[src/rtl/apb_cmd_pkg.sv]
// Shared types and header/status field layout for the host-command APB initiator.
package apb_cmd_pkg;

    typedef enum logic [2:0] {
        ST_IDLE   = 3'd0,
        ST_HDR    = 3'd1,
        ST_WDATA  = 3'd2,
        ST_SETUP  = 3'd3,
        ST_ACCESS = 3'd4,
        ST_RPUSH  = 3'd5,
        ST_STATUS = 3'd6
    } state_t;

    localparam int WR_BIT   = 31;
    localparam int CNT_MSB  = 27;
    localparam int CNT_LSB  = 24;
    localparam int ADDR_MSB = 23;

    localparam logic [7:0] STATUS_TAG = 8'hA5;

    // Status word: tag, error flag at bit 16, burst length-1, low start address bits.
    function automatic logic [31:0] status_word(input logic err,
                                                input logic [3:0] cnt,
                                                input logic [11:0] addr);
        return {STATUS_TAG, 7'h00, err, cnt, addr};
    endfunction

endpackage

[src/rtl/apb_xfer.sv]
// Single APB transfer sequencer: SETUP then ACCESS, with a bounded wait for pready.
module apb_xfer #(
    parameter logic [7:0]  TIMEOUT     = 8'd255,
    parameter logic [31:0] RD_ERR_DATA = 32'hDEADBEEF
) (
    input  logic        clk,
    input  logic        reset_n,
    input  logic        start,
    input  logic        write,
    input  logic [39:0] addr,
    input  logic [31:0] wdata,
    output logic        done,
    output logic [31:0] rdata,
    output logic        err,
    output logic        psel,
    output logic        penable,
    output logic        pwrite,
    output logic [39:0] paddr,
    output logic [31:0] pwdata,
    input  logic [31:0] prdata,
    input  logic        pready,
    input  logic        pslverr
);

    logic        psel_r;
    logic        penable_r;
    logic        pwrite_r;
    logic [39:0] paddr_r;
    logic [31:0] pwdata_r;
    logic [7:0]  wait_cnt_r;
    logic        timeout_hit_s;

    assign psel    = psel_r;
    assign penable = penable_r;
    assign pwrite  = pwrite_r;
    assign paddr   = paddr_r;
    assign pwdata  = pwdata_r;

    // Completion and result selection; pready wins over a coincident timeout.
    always_comb begin
        timeout_hit_s = (wait_cnt_r == (TIMEOUT - 8'd1));
        if (psel_r && penable_r && (pready || timeout_hit_s)) begin
            done = 1'b1;
        end else begin
            done = 1'b0;
        end
        if (pready) begin
            rdata = prdata;
            err   = pslverr;
        end else begin
            rdata = RD_ERR_DATA;
            err   = 1'b1;
        end
    end

    // APB phase registers; address/data are frozen from start until completion.
    always_ff @(posedge clk or negedge reset_n) begin
        if (!reset_n) begin
            psel_r     <= 1'b0;
            penable_r  <= 1'b0;
            pwrite_r   <= 1'b0;
            paddr_r    <= 40'h0;
            pwdata_r   <= 32'h0;
            wait_cnt_r <= 8'd0;
        end else if (start) begin
            psel_r     <= 1'b1;
            penable_r  <= 1'b0;
            pwrite_r   <= write;
            paddr_r    <= addr;
            pwdata_r   <= write ? wdata : 32'h0;
            wait_cnt_r <= 8'd0;
        end else if (psel_r && !penable_r) begin
            penable_r <= 1'b1;
        end else if (penable_r) begin
            if (done) begin
                psel_r    <= 1'b0;
                penable_r <= 1'b0;
            end else begin
                wait_cnt_r <= wait_cnt_r + 8'd1;
            end
        end else begin
            psel_r    <= 1'b0;
            penable_r <= 1'b0;
        end
    end

endmodule

[src/rtl/apb_cmd_master.sv]
// Host-command APB initiator: pops burst commands from the USB receive FIFO,
// runs the APB transfers and returns read data plus a status word.
module apb_cmd_master
    import apb_cmd_pkg::*;
#(
    parameter logic [39:0] BASE_ADDR   = 40'h00_A000_0000,
    parameter logic [7:0]  TIMEOUT     = 8'd255,
    parameter logic [31:0] RD_ERR_DATA = 32'hDEADBEEF
) (
    input  logic        clk,
    input  logic        reset_n,
    input  logic [31:0] cmd_data,
    input  logic        cmd_empty,
    output logic        cmd_rd_en,
    output logic [31:0] rsp_data,
    output logic        rsp_wr_en,
    input  logic        rsp_full,
    output logic        psel,
    output logic        penable,
    output logic        pwrite,
    output logic [39:0] paddr,
    output logic [31:0] pwdata,
    input  logic [31:0] prdata,
    input  logic        pready,
    input  logic        pslverr,
    output logic        busy
);

    state_t      state_r;
    logic        hdr_write_r;
    logic [3:0]  hdr_cnt_r;
    logic [23:0] hdr_addr_r;
    logic [23:0] addr_r;
    logic [3:0]  words_left_r;
    logic        last_r;
    logic        err_r;
    logic        cmd_rd_en_r;
    logic        rsp_wr_en_r;
    logic [31:0] rsp_data_r;
    logic        busy_r;

    logic        start_s;
    logic [23:0] addr_sel_s;
    logic [39:0] xfer_addr_s;
    logic        xfer_done_s;
    logic [31:0] xfer_rdata_s;
    logic        xfer_err_s;

    assign cmd_rd_en = cmd_rd_en_r;
    assign rsp_wr_en = rsp_wr_en_r;
    assign rsp_data  = rsp_data_r;
    assign busy      = busy_r;

    // Launch a transfer on the same edge the FSM enters SETUP.
    always_comb begin
        start_s    = 1'b0;
        addr_sel_s = addr_r;
        case (state_r)
            ST_HDR: begin
                addr_sel_s = hdr_addr_r;
                if (!hdr_write_r && !rsp_full) begin
                    start_s = 1'b1;
                end else begin
                    start_s = 1'b0;
                end
            end
            ST_WDATA: begin
                if (!cmd_empty) begin
                    start_s = 1'b1;
                end else begin
                    start_s = 1'b0;
                end
            end
            ST_RPUSH: start_s = rsp_wr_en_r & ~last_r;
            default:  start_s = 1'b0;
        endcase
        xfer_addr_s = BASE_ADDR | {16'h0000, addr_sel_s};
    end

    apb_xfer #(
        .TIMEOUT     (TIMEOUT),
        .RD_ERR_DATA (RD_ERR_DATA)
    ) u_xfer (
        .clk     (clk),
        .reset_n (reset_n),
        .start   (start_s),
        .write   (hdr_write_r),
        .addr    (xfer_addr_s),
        .wdata   (cmd_data),
        .done    (xfer_done_s),
        .rdata   (xfer_rdata_s),
        .err     (xfer_err_s),
        .psel    (psel),
        .penable (penable),
        .pwrite  (pwrite),
        .paddr   (paddr),
        .pwdata  (pwdata),
        .prdata  (prdata),
        .pready  (pready),
        .pslverr (pslverr)
    );

    // Command/response FSM; response pushes are strobed in the RPUSH/STATUS cycle itself.
    always_ff @(posedge clk or negedge reset_n) begin
        if (!reset_n) begin
            state_r      <= ST_IDLE;
            hdr_write_r  <= 1'b0;
            hdr_cnt_r    <= 4'd0;
            hdr_addr_r   <= 24'h0;
            addr_r       <= 24'h0;
            words_left_r <= 4'd0;
            last_r       <= 1'b0;
            err_r        <= 1'b0;
            cmd_rd_en_r  <= 1'b0;
            rsp_wr_en_r  <= 1'b0;
            rsp_data_r   <= 32'h0;
            busy_r       <= 1'b0;
        end else begin
            cmd_rd_en_r <= 1'b0;
            case (state_r)
                ST_IDLE: begin
                    rsp_wr_en_r <= 1'b0;
                    if (!cmd_empty) begin
                        hdr_write_r <= cmd_data[WR_BIT];
                        hdr_cnt_r   <= cmd_data[CNT_MSB:CNT_LSB];
                        hdr_addr_r  <= {cmd_data[ADDR_MSB:2], 2'b00};
                        cmd_rd_en_r <= 1'b1;
                        busy_r      <= 1'b1;
                        state_r     <= ST_HDR;
                    end else begin
                        busy_r <= 1'b0;
                    end
                end
                ST_HDR: begin
                    addr_r       <= hdr_addr_r;
                    words_left_r <= hdr_cnt_r;
                    err_r        <= 1'b0;
                    if (hdr_write_r) begin
                        state_r <= ST_WDATA;
                    end else if (start_s) begin
                        state_r <= ST_SETUP;
                    end
                end
                ST_WDATA: begin
                    if (start_s) begin
                        cmd_rd_en_r <= 1'b1;
                        state_r     <= ST_SETUP;
                    end
                end
                ST_SETUP: state_r <= ST_ACCESS;
                ST_ACCESS: begin
                    if (xfer_done_s) begin
                        err_r  <= err_r | xfer_err_s;
                        addr_r <= addr_r + 24'd4;
                        last_r <= (words_left_r == 4'd0);
                        if (words_left_r != 4'd0) begin
                            words_left_r <= words_left_r - 4'd1;
                        end
                        if (!hdr_write_r) begin
                            rsp_data_r  <= xfer_rdata_s;
                            rsp_wr_en_r <= ~rsp_full;
                            state_r     <= ST_RPUSH;
                        end else if (words_left_r != 4'd0) begin
                            state_r <= ST_WDATA;
                        end else begin
                            rsp_data_r  <= status_word(err_r | xfer_err_s, hdr_cnt_r, hdr_addr_r[11:0]);
                            rsp_wr_en_r <= ~rsp_full;
                            state_r     <= ST_STATUS;
                        end
                    end
                end
                ST_RPUSH: begin
                    if (rsp_wr_en_r) begin
                        rsp_wr_en_r <= 1'b0;
                        if (last_r) begin
                            rsp_data_r <= status_word(err_r, hdr_cnt_r, hdr_addr_r[11:0]);
                            state_r    <= ST_STATUS;
                        end else begin
                            state_r <= ST_SETUP;
                        end
                    end else if (!rsp_full) begin
                        rsp_wr_en_r <= 1'b1;
                    end
                end
                ST_STATUS: begin
                    if (rsp_wr_en_r) begin
                        rsp_wr_en_r <= 1'b0;
                        busy_r      <= 1'b0;
                        state_r     <= ST_IDLE;
                    end else if (!rsp_full) begin
                        rsp_wr_en_r <= 1'b1;
                    end
                end
                default: begin
                    rsp_wr_en_r <= 1'b0;
                    busy_r      <= 1'b0;
                    state_r     <= ST_IDLE;
                end
            endcase
        end
    end

endmodule

[config.mk]
export PLATFORM = sky130hd
export DESIGN_NAME = apb_cmd_master
export DESIGN_NICKNAME = d
export VERILOG_FILES = /design/src/rtl/apb_cmd_pkg.sv /design/src/rtl/apb_xfer.sv /design/src/rtl/apb_cmd_master.sv
export SDC_FILE = /design/constraint.sdc
export NUM_CORES = 1
export LEC_CHECK = 0
export BUFFER_PORTS_ARGS = -buffer_cell sky130_fd_sc_hd__buf_4
export CORE_MARGIN = 2
export CORE_UTILIZATION = 30
export CTS_CLUSTER_DIAMETER = 120
export DETAILED_ROUTE_END_ITERATION = 10
export GPL_TIMING_DRIVEN = 1
export PLACE_DENSITY = 0.45
export RECOVER_POWER = 50
export SKIP_CTS_REPAIR_TIMING = 1
export SYNTH_ARGS = -nofsm -noshare
export SYNTH_HDL_FRONTEND = slang
export SYNTH_HIERARCHICAL = 1
export SYNTH_SLANG_ARGS = --single-unit
[constraint.sdc]
create_clock -name clk -period 5.71 [get_ports clk]
set_input_delay 0.2855 -clock clk [delete_from_list [all_inputs] [get_ports clk]]
set_output_delay 0.2855 -clock clk [all_outputs]
set_load 0.005 [all_outputs]
==> key figures, run 1 <==
Final layout
  – Fin cells: 1392
  – Most common cell after layout, fill and taps aside: dfrtp_1
  – Layout cells sized above 1: 0.2998
  – Ant diodes: 0
  – Final Cell Area: about 11000 µm²
  – Post-route core utilization: 0.3843
  – Area delta synth->final: 25.75%
  – Nets: 1075
  – Leading cell types in the layout, fill and taps excluded: dfrtp_1, nand2_1, mux2_2, clkbuf_4, buf_4

Die
  – Die area: 29740 µm²
  – Row cnt: 61
  – Die Y: 172.5 µm
  – IO Count: 180
  – Core Footprint: between 20000 and 30000 µm²
  – Die width: 172.5 µm
  – Initial Utilization: 0.3056

Timing
  – Worst clock skew: 14.43 ps
  – Slew HR: -0.9064
  – Final hold vios: 0
  – Max Clk Rate: 285.8 MHz
  – Final setup violation count: 0
  – Crit path time final: approximately 3500 ps
  – RSZ-0062 raised after global routing: no
  – Period Utilization, post-route: 0.6129
  – Slew Viols, Final: 49
  – TNS Setup: 0 ps
  – Hold Slack: 50.45 ps
  – Worst Max-Slew Pin Slew: 2860 ps

Placed design
  – Dpl cells: approximately 1400
  – Placer congestion estimate: 0.7624
  – Port bufs: 179
  – Placed Area: ~10000 µm²
  – Post-DP HPWL: 15420 µm

Clock network
  – CTS Sinks: 176
  – Deepest clock path buffer count: 2
  – Clock Latency Late Sink: 440 ps
  – Num CTS Buffers: 17
  – CTS tree: yes
  – CTS clk-pin slew, worst paths: 70 ps
  – Root Driver: clkbuf_16
  – H-tree depth: 4

Route
  – Iteration-0 DRC Markers: 392
  – Detailed-route DRC error count: 0
  – Vias/cell: 4.690
  – Wirelength, routed: between 20000 and 25000 µm
  – Post-route ant nets: 0
  – Pre-antenna DRT Iters: 4
  – Vias: around 6500
  – Avg WL per Cell: 16.63 µm

Power and ir drop
  – Reg power frac: 0.402
  – Cell Pwr Density: 540.2 nW/µm²
  – Max VDD drop: 253.1 µV
  – Sw frac: 0.3749
  – Cell internal pwr: 3615 µW
  – Combinational group share of total power: 0.398
  – Switching power: between 2000 and 2500 µW
  – Clock power share: 0.201
  – Lkg Pwr: between 0.004 and 0.005 µW

Yosys
  – Ys Warns: 6
  – Mapped Cells: 833
  – Cell taking the most area after synthesis: dfrtp_1
  – Async set-reset flop share out of synthesis: 1.000
  – Number of flops mapped to enable cells by yosys: 0
  – Largest cells by area after synthesis: dfrtp_1, mux2_2, nand2_1
  – Seq/Total Area, Yosys: 0.5173
  – Synth Cell Area: ~8500 µm²
  – Post-synthesis cell type count: 61
  – Synth Flop Type: dfrtp_1
  – Yosys top cell area share: 0.5173
  – #FFs+latches synth: approximately 180
  – Syn avg cell area: approximately 10 µm²

Global routing
  – Largest net degree at the start of global routing: between 80 and 90
  – GRT Total Usage: 0.1621
  – Vias in the first global route: ~6600
  – Total grt overflow: 0
  – Antenna violations before repair: 0
  – Global-route wire length before repair: 37090 µm

Critical path
  – CP max FO: 74
  – Nature of the critical path endpoint: asynchronous set/reset pin
  – WP data arrival: 3920 ps
  – Worst path required time: roughly 6000 ps
  – Setup CP Type: in -> async
  – R2R Setup Slk: around 2500 ps
  – Worst setup SP type: input pin

Run status
  – Failing checks: max-capacitance violations, max-slew violations
  – Status: complete, but fails checks

Hold path
  – Hold crit path type: in -> reg

Flow run
  – Total of max-cap violations: 1
[worst paths after layout]
check	start	to	cells after the start
max	reset_n	u_xfer/pwdata[20]	3
min	cmd_data[1]	u_xfer/pwdata[1]	3
max reg2reg	state_r[2]	rsp_data[13]	4
min reg2reg	busy	busy	1
max in group clk	state_r[2]	rsp_data[13]	4
min in group asynchronous	reset_n	rsp_data[5]	2
[cell type report]
cell class / count / area [µm²]
Timing Repair Buffer: 190 / 1309
Clock inverter: 14 / 130.1
Multi-Input combinational cell: 560 / 3740
Inverter: 56 / 210.2
Tap cell: 378 / 473.0
Clock buffer: 18 / 439.2
Fill cell: 2884 / 17150
Sequential cell: 176 / 4404
[kinds of logic after synthesis]
group | synth area share
and+or+nand+nor | 0.1678
muxes | 0.1493
other | 0.0008822
adders and majority gates | 0.005879
DFF | 0.5173
xor gates and xnor gates | 0.002058
buffers and inverters | 0.05467
AOI/OAI and AO/OA | 0.1020
[power groups by stage]
stage | Sequential [µW] | Clock, µW | Combinational (µW)
after floorplan | 2190 | 0 | 1530
after global placement | 2360 | 0 | 2430
after detailed placement | 2370 | 0 | 2450
after CTS | 2350 | 1210 | 2450
after global routing | 2430 | 1250 | 2610
final | 2320 | 1160 | 2300
[through the flow]
stage / power (µW) / setup slack, ps
floorplan: 3713 / 3491
global placement: 4787 / 2439
detailed placement: 4815 / 2410
CTS: 6019 / 2410
global route: 6285 / 1437
finish: 5783 / 2210
[worst max-delay path, stage by stage]
cell           delay [ps]
dlygate4sd3_1         520
clkbuf_1             2020
buf_4                1040
[flip-flops by register name (all words and copies together), names as in the netlist, 3 cells and up]
signal             flops
hdr_addr_r            22
u_xfer/paddr          40
hdr_cnt_r              4
words_left_r           4
u_xfer/wait_cnt_r      8
rsp_data              32
u_xfer/pwdata         32
addr_r                22
state_r                3
[metal layers]
layer / global-route usage / vias to the layer above / share of wire
met1: 0.2180 / 3211 / 0.47
met2: 0.2605 / 120 / 0.47
met4: 0.05188 / 0 / 0.017
met3: 0.03433 / 26 / 0.041
li1: - / 3171 / -
met5: 0 / - / 0
[synth_stat cells, types with 2 or more instances]
cell       number
mux2_2        100
clkbuf_1       33
or3b_1          2
buf_4           3
a2bb2oi_1       9
o2bb2ai_1       3
o211ai_1        6
and2_1         11
a21oi_1        31
o311ai_0        4
mux2i_1        13
and4_1          2
o21ai_2         2
ha_1            4
dfrtp_1       176
o21ai_0        58
buf_1           2
nor2b_1         6
nand3b_1        3
o22ai_1         5
or4_1           8
inv_1          56
nor3b_1         9
conb_1          2
a211oi_1        2
nand2b_1       33
a21o_1          3
nor3_1          4
a31oi_1         2
nor2_1         17
nand2_1       131
or3_1           8
buf_2          18
and3_1          7
nand3_1        22
a22oi_1         4
nand4_1        10
No activity file was read; power rests on OpenSTA's default activity.
==> run 2: changes to the inputs <==
PLACE_DENSITY = 0.47   (was 0.45)
clock period = 3.1 ns   (was 5.71 ns; I/O delays follow)
==> key figures, run 2 (same netlist as run 1, synthesis figures left out) <==
Critical path
  – Critical R2R Launch: u_xfer/wait_cnt_r[0]
  – Worst path required time: 3470 ps (-2660 ps)
  – Reg2Reg Depth: 9 (+5)
  – Setup CP Type: reg -> reg
  – WP data arrival: 2930 ps (-990 ps)
  – Nature of the critical path endpoint: register
  – CP max FO: 21 (-72%)
  – Terminus of the critical flop-to-flop path: addr_r[17]
  – Worst setup SP type: register
  – R2R Setup Slk: 530 ps (-1930 ps)

Die
  – Core Footprint: 27860 µm² (unchanged)
  – Die area: 29740 µm² (unchanged)
  – IO Count: 180 (unchanged)
  – Initial Utilization: 0.3056 (unchanged)
  – Die Y: 172.5 µm (unchanged)
  – Row cnt: 61 (unchanged)
  – Die width: 172.5 µm (unchanged)

Flow run
  – Total of max-cap violations: 1 (unchanged)

Clock network
  – Num CTS Buffers: 17 (unchanged)
  – CTS tree: yes
  – CTS Sinks: 176 (unchanged)
  – H-tree depth: 4 (unchanged)
  – CTS clk-pin slew, worst paths: 70 ps (about the same)
  – Root Driver: clkbuf_16
  – Clock Latency Late Sink: 430 ps (about the same)
  – Deepest clock path buffer count: 2 (unchanged)

Placed design
  – Placer congestion estimate: 0.7575 (-0.64%)
  – Post-DP HPWL: 15620 µm (+1.3%)
  – Port bufs: 179 (unchanged)

Power and ir drop
  – Final Power: 11140 µW (+93%)
  – Cell Pwr Density: 986.4 nW/µm² (+83%)
  – Max VDD drop: 460.0 µV (+82%)
  – Lkg Pwr: 0.004998 µW (+6.0%)

Hold path
  – Hold crit path type: in -> reg
  – Hold path startpoint: prdata[19]
  – Hold endpoint: rsp_data[19]
  – Hold Path Depth: 4 (+1)

Timing
  – Crit path time final: 2567 ps
  – Slew HR: -0.1460 (+0.7604)
  – Worst clock skew: 11.81 ps (-2.619 ps)
  – Period Utilization, post-route: 0.8282
  – TNS Setup: 0 ps (unchanged)
  – Final hold vios: 0 (unchanged)
  – RSZ-0062 raised after global routing: no
  – Slew Viols, Final: 64 (+31%)
  – Worst Max-Slew Pin Slew: 1719 ps (-1141 ps)
  – Final setup violation count: 0 (unchanged)
  – Max Clk Rate: 389.5 MHz

Final layout
  – Max FFs per register: 40 (unchanged)
  – Most common cell after layout, fill and taps aside: dfrtp_1
  – Area delta synth->final: 32.64%
  – Fillcell total: 2788 (-3.3%)
  – Ant diodes: 0 (unchanged)
  – Leading cell types in the layout, fill and taps excluded: dfrtp_1, nand2_1, mux2_2, buf_4, clkbuf_4
  – Nets: 1118 (+4.0%)
  – Layout cells sized above 1: 0.3078 (+0.007962)

Run status
  – Status: complete, but fails checks
  – Failing checks: max-capacitance violations, max-slew violations

Route
  – Pre-antenna DRT Iters: 6 (+2)
  – Vias: 6711 (+2.8%)
  – Avg WL per Cell: 16.02 µm (-3.6%)
  – Detailed-route DRC error count: 0 (unchanged)
  – Wirelength, routed: 22980 µm (-0.74%)
  – Vias/cell: 4.680 (-0.21%)
  – Post-route ant nets: 0 (unchanged)
  – Iteration-0 DRC Markers: 347 (-11%)

Global routing
  – Total grt overflow: 0 (unchanged)
  – M2 GR Usage: 0.2600 (-0.0005217)
  – Met1 Track Usage GR: 0.2147 (-0.003264)
  – Vias in the first global route: 6676 (+0.63%)
  – Largest net degree at the start of global routing: 65 (-24%)
  – Global-route wire length before repair: 36840 µm (-0.69%)
  – Antenna violations before repair: 0 (unchanged)
  – GRT Total Usage: 0.1599 (-0.002135)
  – GRT met3 Usage: 0.03822 (+0.003891)
  – Gr busiest metal: met2
run 2: area by class of cell:
type	instances	area [µm²]	area share
clock buffers	19	452.9	0.04011
clock inverters	12	205.2	0.01817
inverters	56	210.2	0.01861
multi-input cells	560	3746	0.3317
flip-flops and latches	176	4404	0.3900
well taps	378	473.0	0.04188
repair buffers	233	1800	0.1594
run 2: stage by stage:
step | instances | utilization | hold slack, ps | cell area, µm² | setup slack, ps
after floorplan | 849 | - | -140.6 | 8573 | 880.6
after global placement | 1369 | 0.3727 | 200.0 | 10380 | 610.8
after detailed placement | 1369 | 0.3727 | 205.2 | 10380 | 543.8
after CTS | 1400 | 0.3964 | -271.8 | 11040 | 522.9
after global routing | 1434 | 0.4053 | 92.48 | 11290 | 272.8
final | 1434 | 0.4053 | 83.83 | 11290 | 532.5
run 2: worst max path at each step:
stage | from | to | cells past startpoint
after global placement | u_xfer/wait_cnt_r[0] | addr_r[17] | 9
final | u_xfer/wait_cnt_r[0] | addr_r[17] | 9
after global routing | u_xfer/wait_cnt_r[0] | addr_r[17] | 9
after floorplan | state_r[1] | u_xfer/paddr[0] | 7
after detailed placement | u_xfer/wait_cnt_r[0] | addr_r[17] | 9
after CTS | u_xfer/wait_cnt_r[0] | addr_r[17] | 9
run 2: routing by layer:
layer,vias to the layer above,share of wire
met5,-,0
met4,0,0.0080
met3,15,0.042
met2,126,0.48
met1,3309,0.47
li1,3261,-
run 2: power by group:
group          internal, µW  total (µW)  switching (µW)
logic                  2320        4450            2130
clock network          1480        2430             954
registers              3360        4250             897
total                  7160       11100            3980
run 2: critical path: stages (launching register included):
cell and delay [ps]:
dfrtp_1 410, inv_1 100, ha_1 180, nand3_1 70, o21bai_1 150, and3_1 300, nand4bb_1 150, and2_1 430
or4_1 620, nand3_1 90
==> run 3: changes to the inputs <==
ABC_AREA = 1   (was unset)
PLACE_DENSITY = 0.45   (was 0.47)
clock period = 2.6 ns   (was 3.1 ns; I/O delays follow)
==> key figures, run 3 <==
Critical path
  – Worst path required time: 2950 ps (-520 ps)
  – Crit. Startpoint: u_xfer/wait_cnt_r[0]
  – Worst setup SP type: register
  – Critical R2R Launch: u_xfer/wait_cnt_r[0]
  – WP data arrival: 2640 ps (-290 ps)
  – Setup CP Type: reg -> reg
  – Nature of the critical path endpoint: register
  – CP max FO: 64 (+200%)

Yosys
  – Yosys top cell area share: 0.5040 (-0.01333)
  – Syn avg cell area: 7.816 µm² (-24%)
  – Post-synthesis cell type count: 38 (-38%)
  – #FFs+latches synth: 176 (unchanged)
  – Most frequent cell after synthesis: nand2_1
  – Number of flops mapped to enable cells by yosys: 0 (unchanged)
  – Synth Cell Area: 8738 µm² (+2.6%)
  – Seq/Total Area, Yosys: 0.5040 (-0.01333)
  – Commonest cells post-synth: nand2_1, dfrtp_1, inv_1, nand3_1, o21ai_1
  – Async set-reset flop share out of synthesis: 1.000 (unchanged)
  – Synth Flop Type: dfrtp_1
  – Mapped Cells: 1118 (+34%)
  – Cell taking the most area after synthesis: dfrtp_1
  – Ys Warns: 6 (unchanged)
  – Largest cells by area after synthesis: dfrtp_1, nand2_1, nand3_1

Power and ir drop
  – Sw frac: 0.4030 (+0.04557)
  – Max VDD drop: 396.9 µV (-14%)
  – Switching power: 5235 µW (+32%)
  – Combinational group share of total power: 0.399 (about the same)
  – Reg power frac: 0.380 (-0.002)
  – Clock power share: 0.220 (+0.002)
  – Lkg Pwr: 0.005768 µW (+15%)
  – Cell internal pwr: 7756 µW (+8.4%)
  – Cell Pwr Density: 1145 nW/µm² (+16%)

Final layout
  – Fillcell total: 3025 (+8.5%)
  – Ant diodes: 0 (unchanged)
  – Area delta synth->final: 29.84%
  – Max FFs per register: 40 (unchanged)
  – Most common cell after layout, fill and taps aside: nand2_1
  – Post-route core utilization: 0.3953 (-0.01005)
  – Multi-input combinational cell area: 3756 µm² (+0.27%)
  – Register Area: 4404 µm² (unchanged)
  – Layout cells sized above 1: 0.1933 (-0.1145)
  – Leading cell types in the layout, fill and taps excluded: nand2_1, dfrtp_1, buf_4, clkbuf_4, inv_1
  – Nets: 1402 (+25%)

Global routing
  – Total grt overflow: 0 (unchanged)
  – Antenna violations before repair: 0 (unchanged)
  – GRT Total Usage: 0.1736 (+0.01365)
  – M2 GR Usage: 0.3039 (+0.04385)
  – Met1 Track Usage GR: 0.2214 (+0.006707)
  – Gr busiest metal: met2
  – Global-route wire length before repair: 41460 µm (+13%)
  – Largest net degree at the start of global routing: 80 (+23%)
  – GRT met3 Usage: 0.03090 (-0.007327)
  – Vias in the first global route: 7247 (+8.6%)

Clock network
  – Clock Latency Late Sink: 440 ps (about the same)
  – Deepest clock path buffer count: 2 (unchanged)
  – CTS clk-pin slew, worst paths: 80 ps (about the same)
  – CTS Sinks: 176 (unchanged)
  – H-tree depth: 4 (unchanged)
  – Num CTS Buffers: 17 (unchanged)
  – Root Driver: clkbuf_16
  – CTS tree: yes

Timing
  – Final hold vios: 0 (unchanged)
  – Worst clock skew: 15.76 ps (+3.945 ps)
  – Worst Max-Slew Pin Slew: 2151 ps (+431.7 ps)
  – RSZ-0062 raised after global routing: no
  – Final setup violation count: 0 (unchanged)
  – Max Clk Rate: 437.7 MHz (+12%)
  – Period Utilization, post-route: 0.8788 (+0.05056)
  – TNS Setup: 0 ps (unchanged)
  – Slew Viols, Final: 79 (+23%)
  – Crit path time final: 2285 ps (-282.7 ps)
  – Slew HR: -0.4338 (-0.2878)

Placed design
  – Post-DP HPWL: 18080 µm (+16%)
  – Port bufs: 179 (unchanged)
  – Placer congestion estimate: 0.8167 (+7.8%)

Route
  – Pre-antenna DRT Iters: 4 (-2)
  – Vias/cell: 4.429 (-5.4%)
  – Post-route ant nets: 0 (unchanged)
  – Wirelength, routed: 26240 µm (+14%)
  – Iteration-0 DRC Markers: 410 (+18%)
  – Vias: 7636 (+14%)
  – Detailed-route DRC error count: 0 (unchanged)
  – Avg WL per Cell: 15.22 µm (-5.0%)

Run status
  – Failing checks: max-capacitance violations, max-slew violations
  – Status: complete, but fails checks

Die
  – Die area: 30510 µm² (+2.6%)
  – Die Y: 174.7 µm (+1.3%)
  – Core Footprint: 28700 µm² (+3.0%)
  – Initial Utilization: 0.3044 (-0.001145)
  – IO Count: 180 (unchanged)
  – Die width: 174.7 µm (+1.3%)
  – Row cnt: 62 (+1.6%)

Hold path
  – Hold path startpoint: prdata[17]
  – Hold crit path type: in -> reg

Flow run
  – Total of max-cap violations: 1 (unchanged)
## run 3: cell types whose count changed after synthesis, sizes merged, moves of 13 or more
| cell | before | now |
|---|---|---|
| nand3 | 22 | 72 |
| clkbuf | 33 | 14 |
| mux2 | 101 | 18 |
| nor2 | 17 | 55 |
| nand2b | 33 | 0 |
| inv | 56 | 88 |
| a21oi | 32 | 13 |
| buf | 24 | 39 |
| mux2i | 13 | 0 |
| nand2 | 131 | 461 |
| o21ai | 60 | 100 |
| or2 | 1 | 32 |
## run 3: metal layers
layer,share of wire,routed length (µm)
met4,0.012,309
met5,0,0
met1,0.45,11750
met2,0.51,13400
met3,0.029,773
## run 3: final timing paths
kind	to	slack [ps]	cells after the start
max in group asynchronous	hdr_addr_r[7]	440	3
min reg2reg	u_xfer/paddr[28]	470	2
max	rsp_data[9]	320	14
min	rsp_data[17]	30	5
max reg2reg	rsp_data[9]	320	14
min in group asynchronous	u_xfer/paddr[34]	850	2
## run 3: area by class of cell
cell class / count / area share
multi-input combinational: 813 / 0.3311
inverter: 92 / 0.03044
sequential: 176 / 0.3882
clock inverter: 13 / 0.01764
clock buffer: 18 / 0.03871
tap: 384 / 0.04235
timing repair buffer: 228 / 0.1516
## run 3: critical path, cell delays in order (launching register included)
cell,delay [ps]
dfrtp_1,410
inv_1,90
ha_1,200
nand2_1,60
nor2_1,40
nand2_2,60
nand2_2,60
nand2_2,180
inv_1,130
nand2_1,90
nand2_1,70
nand3_2,60
buf_4,500
nand2_1,120
o21ai_1,100
## run 3: through the flow
stage | hold slack (ps) | area [µm²] | std cells | total power [µW] | setup WS, ps
3_5_place_dp | 213.6 | 10490 | 1660 | 10470 | 314.1
5_1_grt | 23.13 | 11350 | 1724 | 14150 | 6.594
4_1_cts | -247.5 | 11130 | 1691 | 13410 | 288.2
3_3_place_gp | 230.7 | 10490 | 1660 | 10420 | 382.5
2_1_floorplan | -165.6 | 8798 | 1134 | 7994 | 741.8
6_report | 30.51 | 11350 | 1724 | 12990 | 315.2
## run 3: power by group through the flow
stage	Combinational, µW	Sequential (µW)	Clock [µW]
final	5190	4940	2860
after global routing	5960	5120	3070
after CTS	5470	4980	2960
after detailed placement	5460	5010	0
after global placement	5400	5020	0
after floorplan	3220	4770	0
## run 3: logic make-up after synthesis
kind of cell	count (synthesis)	synth area share
AO/OA/AOI/OAI	128	0.07661
XOR/XNOR	8	0.008019
adder cells (fa/ha/maj)	4	0.005728
buffers and inverters	145	0.07360
flip-flops	176	0.5040
multiplexers	18	0.02320
other	2	0.0008594
AND/OR/NAND/NOR	637	0.3080
